===== config.mk =====
export PLATFORM = sky130hd
export DESIGN_NAME = par2serial_8b
export DESIGN_NICKNAME = d
export VERILOG_FILES = /design/src/rtl/par2serial_8b.sv
export SDC_FILE = /design/constraint.sdc
export NUM_CORES = 1
export LEC_CHECK = 0
export BUFFER_PORTS_ARGS = -buffer_cell sky130_fd_sc_hd__buf_2
export CORE_UTILIZATION = 30
export DETAILED_ROUTE_END_ITERATION = 16
export PLACE_DENSITY_LB_ADDON = 0.3
export RECOVER_POWER = 50
export SLEW_MARGIN = 20
export SYNTH_ARGS = -nofsm -noshare
export SYNTH_HDL_FRONTEND = slang
export SYNTH_SLANG_ARGS = --single-unit
export TNS_END_PERCENT = 20

===== constraint.sdc =====
create_clock -name clk -period 1.9 [get_ports clk]
set_clock_uncertainty 0.05 [all_clocks]
set_input_delay 0.19 -clock clk [delete_from_list [all_inputs] [get_ports clk]]
set_output_delay 0.19 -clock clk [all_outputs]
set_load 0.02 [all_outputs]

===== src/rtl/par2serial_8b.sv =====
// par2serial_8b: TX-PHY parallel-to-serial stage.
// Shifts one WIDTH-bit symbol out per WIDTH clocks. Slots without data carry
// IDLE_SYM. After reset, SYNC_IDLES idle symbols are sent for link alignment
// before any data is accepted.
module par2serial_8b #(
   parameter int                 WIDTH      = 8,
   parameter logic [WIDTH-1:0]   IDLE_SYM   = 8'hBC,
   parameter int                 SYNC_IDLES = 4,
   parameter bit                 LSB_FIRST  = 1'b0
) (
   input  logic             clk,
   input  logic             reset,
   input  logic [WIDTH-1:0] in_data,
   input  logic             in_valid,
   output logic             in_ready,
   output logic             serial_out,
   output logic             bit_valid,
   output logic             sym_start,
   output logic             active
);

   localparam int CNT_W  = (WIDTH > 1) ? $clog2(WIDTH) : 1;
   localparam int IDLE_W = $clog2(SYNC_IDLES + 1);

   localparam logic [CNT_W-1:0]  LAST_BIT  = CNT_W'(WIDTH - 1);
   localparam logic [IDLE_W-1:0] IDLE_DONE = IDLE_W'(SYNC_IDLES);

   typedef enum logic {SYNC, RUN} state_t;

   state_t             state_q;
   logic [CNT_W-1:0]   bit_cnt_q;
   logic [IDLE_W-1:0]  idle_cnt_q;
   logic [WIDTH-1:0]   shift_q;
   logic               serial_out_q;
   logic               bit_valid_q;
   logic               sym_start_q;
   logic               active_q;

   logic               load_slot;
   logic               take;
   logic [WIDTH-1:0]   sym_d;
   logic [IDLE_W-1:0]  idle_cnt_d;

   // Load-slot decode and selection of the symbol to load (data or idle).
   always_comb begin
      load_slot  = (bit_cnt_q == LAST_BIT);
      in_ready   = (state_q == RUN) && load_slot;
      take       = in_valid && in_ready;
      sym_d      = take ? in_data : IDLE_SYM;
      idle_cnt_d = idle_cnt_q + 1'b1;
   end

   // Sync/run sequencing, bit counter, shift register and registered outputs.
   // NOTE: every register here uses <= so all state updates see pre-edge values.
   always_ff @(posedge clk or posedge reset) begin
      if (reset) begin
         state_q      <= SYNC;
         bit_cnt_q    <= LAST_BIT;
         idle_cnt_q   <= '0;
         // NOTE: the shift register is cleared too, so a symbol cut off by
         // reset can never leak out after release.
         shift_q      <= '0;
         serial_out_q <= 1'b0;
         bit_valid_q  <= 1'b0;
         sym_start_q  <= 1'b0;
         active_q     <= 1'b0;
      end else if (load_slot) begin
         bit_cnt_q   <= '0;
         sym_start_q <= 1'b1;
         bit_valid_q <= take;
         if (LSB_FIRST) begin
            serial_out_q <= sym_d[0];
            shift_q      <= sym_d >> 1;
         end else begin
            serial_out_q <= sym_d[WIDTH-1];
            shift_q      <= sym_d << 1;
         end
         if (state_q == SYNC) begin
            idle_cnt_q <= idle_cnt_d;
            if (idle_cnt_d == IDLE_DONE) begin
               state_q  <= RUN;
               active_q <= 1'b1;
            end
         end
      end else begin
         bit_cnt_q   <= bit_cnt_q + 1'b1;
         sym_start_q <= 1'b0;
         if (LSB_FIRST) begin
            serial_out_q <= shift_q[0];
            shift_q      <= shift_q >> 1;
         end else begin
            serial_out_q <= shift_q[WIDTH-1];
            shift_q      <= shift_q << 1;
         end
      end
   end

   assign serial_out = serial_out_q;
   assign bit_valid  = bit_valid_q;
   assign sym_start  = sym_start_q;
   assign active     = active_q;

endmodule


==> summary.txt <==
Outcome
  – Outcome: complete, no violations

Logic synthesis
  – Post-Syn Nets: 74
  – Avg Cell Area, Syn: 12.43 sq um
  – Synth cell types: 19
  – Post-Synthesis Cells: 59
  – Yosys warns: 0
  – Yosys reg bits: 18
  – Register area share after synthesis: 0.6195
  – Post-Syn Area: 733.2 sq um

Clocking
  – Clk buf depth: 2
  – Clock sinks: 18
  – Clk Latency, worst-skew pair: 0.28 ns
  – H-tree Lvls: 1
  – Root Buffer: clkbuf_4
  – Clk slew on worst S/H paths: 0.10 ns
  – CTS tree: yes
  – Num CTS Buffers: 3

Timing
  – Fin. max-slew vios: 0
  – Final min period: 1.775 ns
  – Final number of hold-violating endpoints: 0
  – Worst setup margin: 0.1251 ns
  – Setup TNS: 0 ns
  – Slew HR: 0.5658
  – Final period utilization: 0.9342
  – Final setup fails: 0
  – Unrepaired setup endpoints after global routing: false
  – Tightest Pin Transition: 0.6506 ns
  – Fmax: 563.4 MHz

Finish
  – Syn-to-layout area delta: 21.84%
  – Nets: 97
  – Sequential cell area: 454.2 sq um
  – Area of the multi-input gates: 234.0 sq um
  – Layout cells sized above 1: 0.3086
  – Antenna diode count: 0
  – Fill cell count: 234

GRT
  – Gr usage total: 0.1033
  – Vias in the first global route: 428
  – First-pass GRT wire length: 1932 microns
  – Global route overflow: 0
  – Pin count of the biggest net entering global routing: 19
  – Antenna violations before repair: 0

Placement
  – Place WS: 0.3446 ns
  – Routability Congestion: 0.6996
  – Port Buffers: 15
  – HPWL after DPL: 830.5 microns

Floorplanning
  – Total die area: 2646 sq um
  – Floorplan core area: 2255 sq um
  – Initial core utilization: 0.3252
  – Rows: 17
  – Die height: 51.44 microns
  – Io pins: 16
  – Die X: 51.44 microns

Power and ir drop
  – Static leakage: 0.4494 nW
  – Worst vdd ir: 302.2 uV
  – Pwr per Cell Area: 688.5 nW/um^2

Critical path
  – Critical Path RT: 1.66 ns
  – Startpoint types: flip-flop
  – CP endpoint kind: output port
  – Critical path peak fanout: 4
  – Critical path class: reg -> out
  – Crit path arrival time: 1.53 ns

Drt
  – Metal2 WL: 505 microns
  – Highest Signal Layer: met4
  – Post-route DRC: 0
  – Wire length on met3: 74 microns
  – Vias per Instance: 4.165
  – DR pass1 iterations: 3
  – Detail Route Antenna Nets: 0
  – DRT Wirelength: 1159 microns
  – Wl on met1: 566 microns
  – Detailed Route Iter0 Violations: 1
  – DR WL/cell: 10.63 microns
  – Via count: 454

Job
  – Maxcap violations: 0

Worst hold path
  – Hold Path Class: in -> reg
critical path, cell delays in order (launching register included):
cell	delay (ns)
dfstp_2	0.54
ha_1	0.14
ha_1	0.18
buf_6	0.12
and2_1	0.12
buf_2	0.16
through the flow:
stage / instances / hold slack, ns / utilization / area (sq um) / power [mW]
finish: 109 / 0.09989 / 0.3962 / 893.4 / 0.6150
global route: 109 / 0.09367 / 0.3962 / 893.4 / 0.6530
CTS: 107 / 0.09031 / 0.3901 / 879.6 / 0.6301
detailed placement: 102 / 0.2660 / 0.3740 / 843.3 / 0.4372
global placement: 102 / 0.2720 / 0.3740 / 843.3 / 0.4372
floorplan: 59 / 0.07638 / - / 733.2 / 0.4203
logic make-up (layout without fill, tap and decap cells):
logic type,count (synthesis),count (layout),synth area share
AO/OA/AOI/OAI,9,9,0.08021
XOR/XNOR,3,3,0.03584
adder cells (fa/ha/maj),4,4,0.06826
buffers and inverters,10,32,0.06143
flip-flops,18,18,0.6195
multiplexers,2,2,0.03583
AND/OR/NAND/NOR,13,13,0.09899
layer usage:
metal / vias up / track usage
met3: 2 / 0.02679
met2: 12 / 0.1407
li1: 241 / -
met4: 0 / 0.06757
met5: - / 0
met1: 199 / 0.1418
placed cells by master (no fill, tap or decap):
master         netlist  layout
buf_6                0       1
dfstp_2              3       3
xor2_1               2       2
buf_2                0      11
and2_1               1       1
dfrtp_1             15      15
nand3b_1             1       1
nand4_1              2       2
ha_1                 4       4
a31o_1               2       2
and2_4               1       1
mux2_4               1       1
buf_4                2       3
a31oi_1              5       5
xnor2_1              1       1
inv_1                8       8
o21ai_1              2       2
nor2_1               6       6
mux2_2               1       1
and3_1               1       1
clkbuf_4             0       3
dlygate4sd3_1        0       1
nor2b_2              1       1
clkbuf_1             0       5
final timing paths:
| path | slack, ns | start | end | cells past startpoint |
|---|---|---|---|---|
| worst max-delay path | 0.13 | bit_cnt_q[0]$_DFF_PP1_ | in_ready | 5 |
| worst max register to register | 0.32 | bit_cnt_q[0]$_DFF_PP1_ | bit_valid$_DFFE_PP0N_ | 5 |
| worst min-delay path | 0.1 | in_data[3] | shift_q[4]$_DFF_PP0_ | 3 |
| worst min register to register | 0.44 | shift_q[6]$_DFF_PP0_ | shift_q[7]$_DFF_PP0_ | 2 |
| min in group asynchronous | 0.48 | reset | shift_q[1]$_DFF_PP0_ | 3 |
| max in group asynchronous | 0.90 | reset | active$_DFFE_PP0P_ | 3 |
synth_stat cells:
| library cell | n | share of area |
|---|---|---|
| nor2b_2 | 1 | 0.012 |
| mux2_2 | 1 | 0.015 |
| and2_4 | 1 | 0.012 |
| a31oi_1 | 5 | 0.043 |
| xor2_1 | 2 | 0.024 |
| buf_4 | 2 | 0.020 |
| a31o_1 | 2 | 0.024 |
| dfrtp_1 | 15 | 0.51 |
| dfstp_2 | 3 | 0.11 |
| mux2_4 | 1 | 0.020 |
| ha_1 | 4 | 0.068 |
| nor2_1 | 6 | 0.031 |
| o21ai_1 | 2 | 0.014 |
| and3_1 | 1 | 0.0085 |
| nand3b_1 | 1 | 0.010 |
| inv_1 | 8 | 0.041 |
| xnor2_1 | 1 | 0.012 |
| and2_1 | 1 | 0.0085 |
| nand4_1 | 2 | 0.017 |
what timing repair did:
item | 4_1_cts | 5_1_grt
hold endpoints to repair | 15 | 0
gates resized for setup | 0 | 1
hold buffers | 1 | 0
setup endpoints to repair | 0 | 1
buffers inserted | 0 | 2
power by group:
| group | internal [mW] | switching [mW] |
|---|---|---|
| Clock | 0.0814 | 0.104 |
| Sequential | 0.392 | 0.00216 |
| Combinational | 0.0155 | 0.0209 |
| Total | 0.488 | 0.127 |
sequential cells by signal, summed over array words and instances, names as in the netlist:
signal      cells
shift_q         7
bit_cnt_q       3
idle_cnt_q      3
active          1
bit_valid       1
serial_out      1
state_q         1
sym_start       1
area by class of cell:
cell class,count,share of cell area
flip-flops and latches,18,0.5084
inverters,8,0.03361
repair buffers,20,0.1275
clock buffers,4,0.02941
well taps,28,0.03922
multi-input cells,31,0.2619
Note: power is estimated with default switching activity, not from simulation.
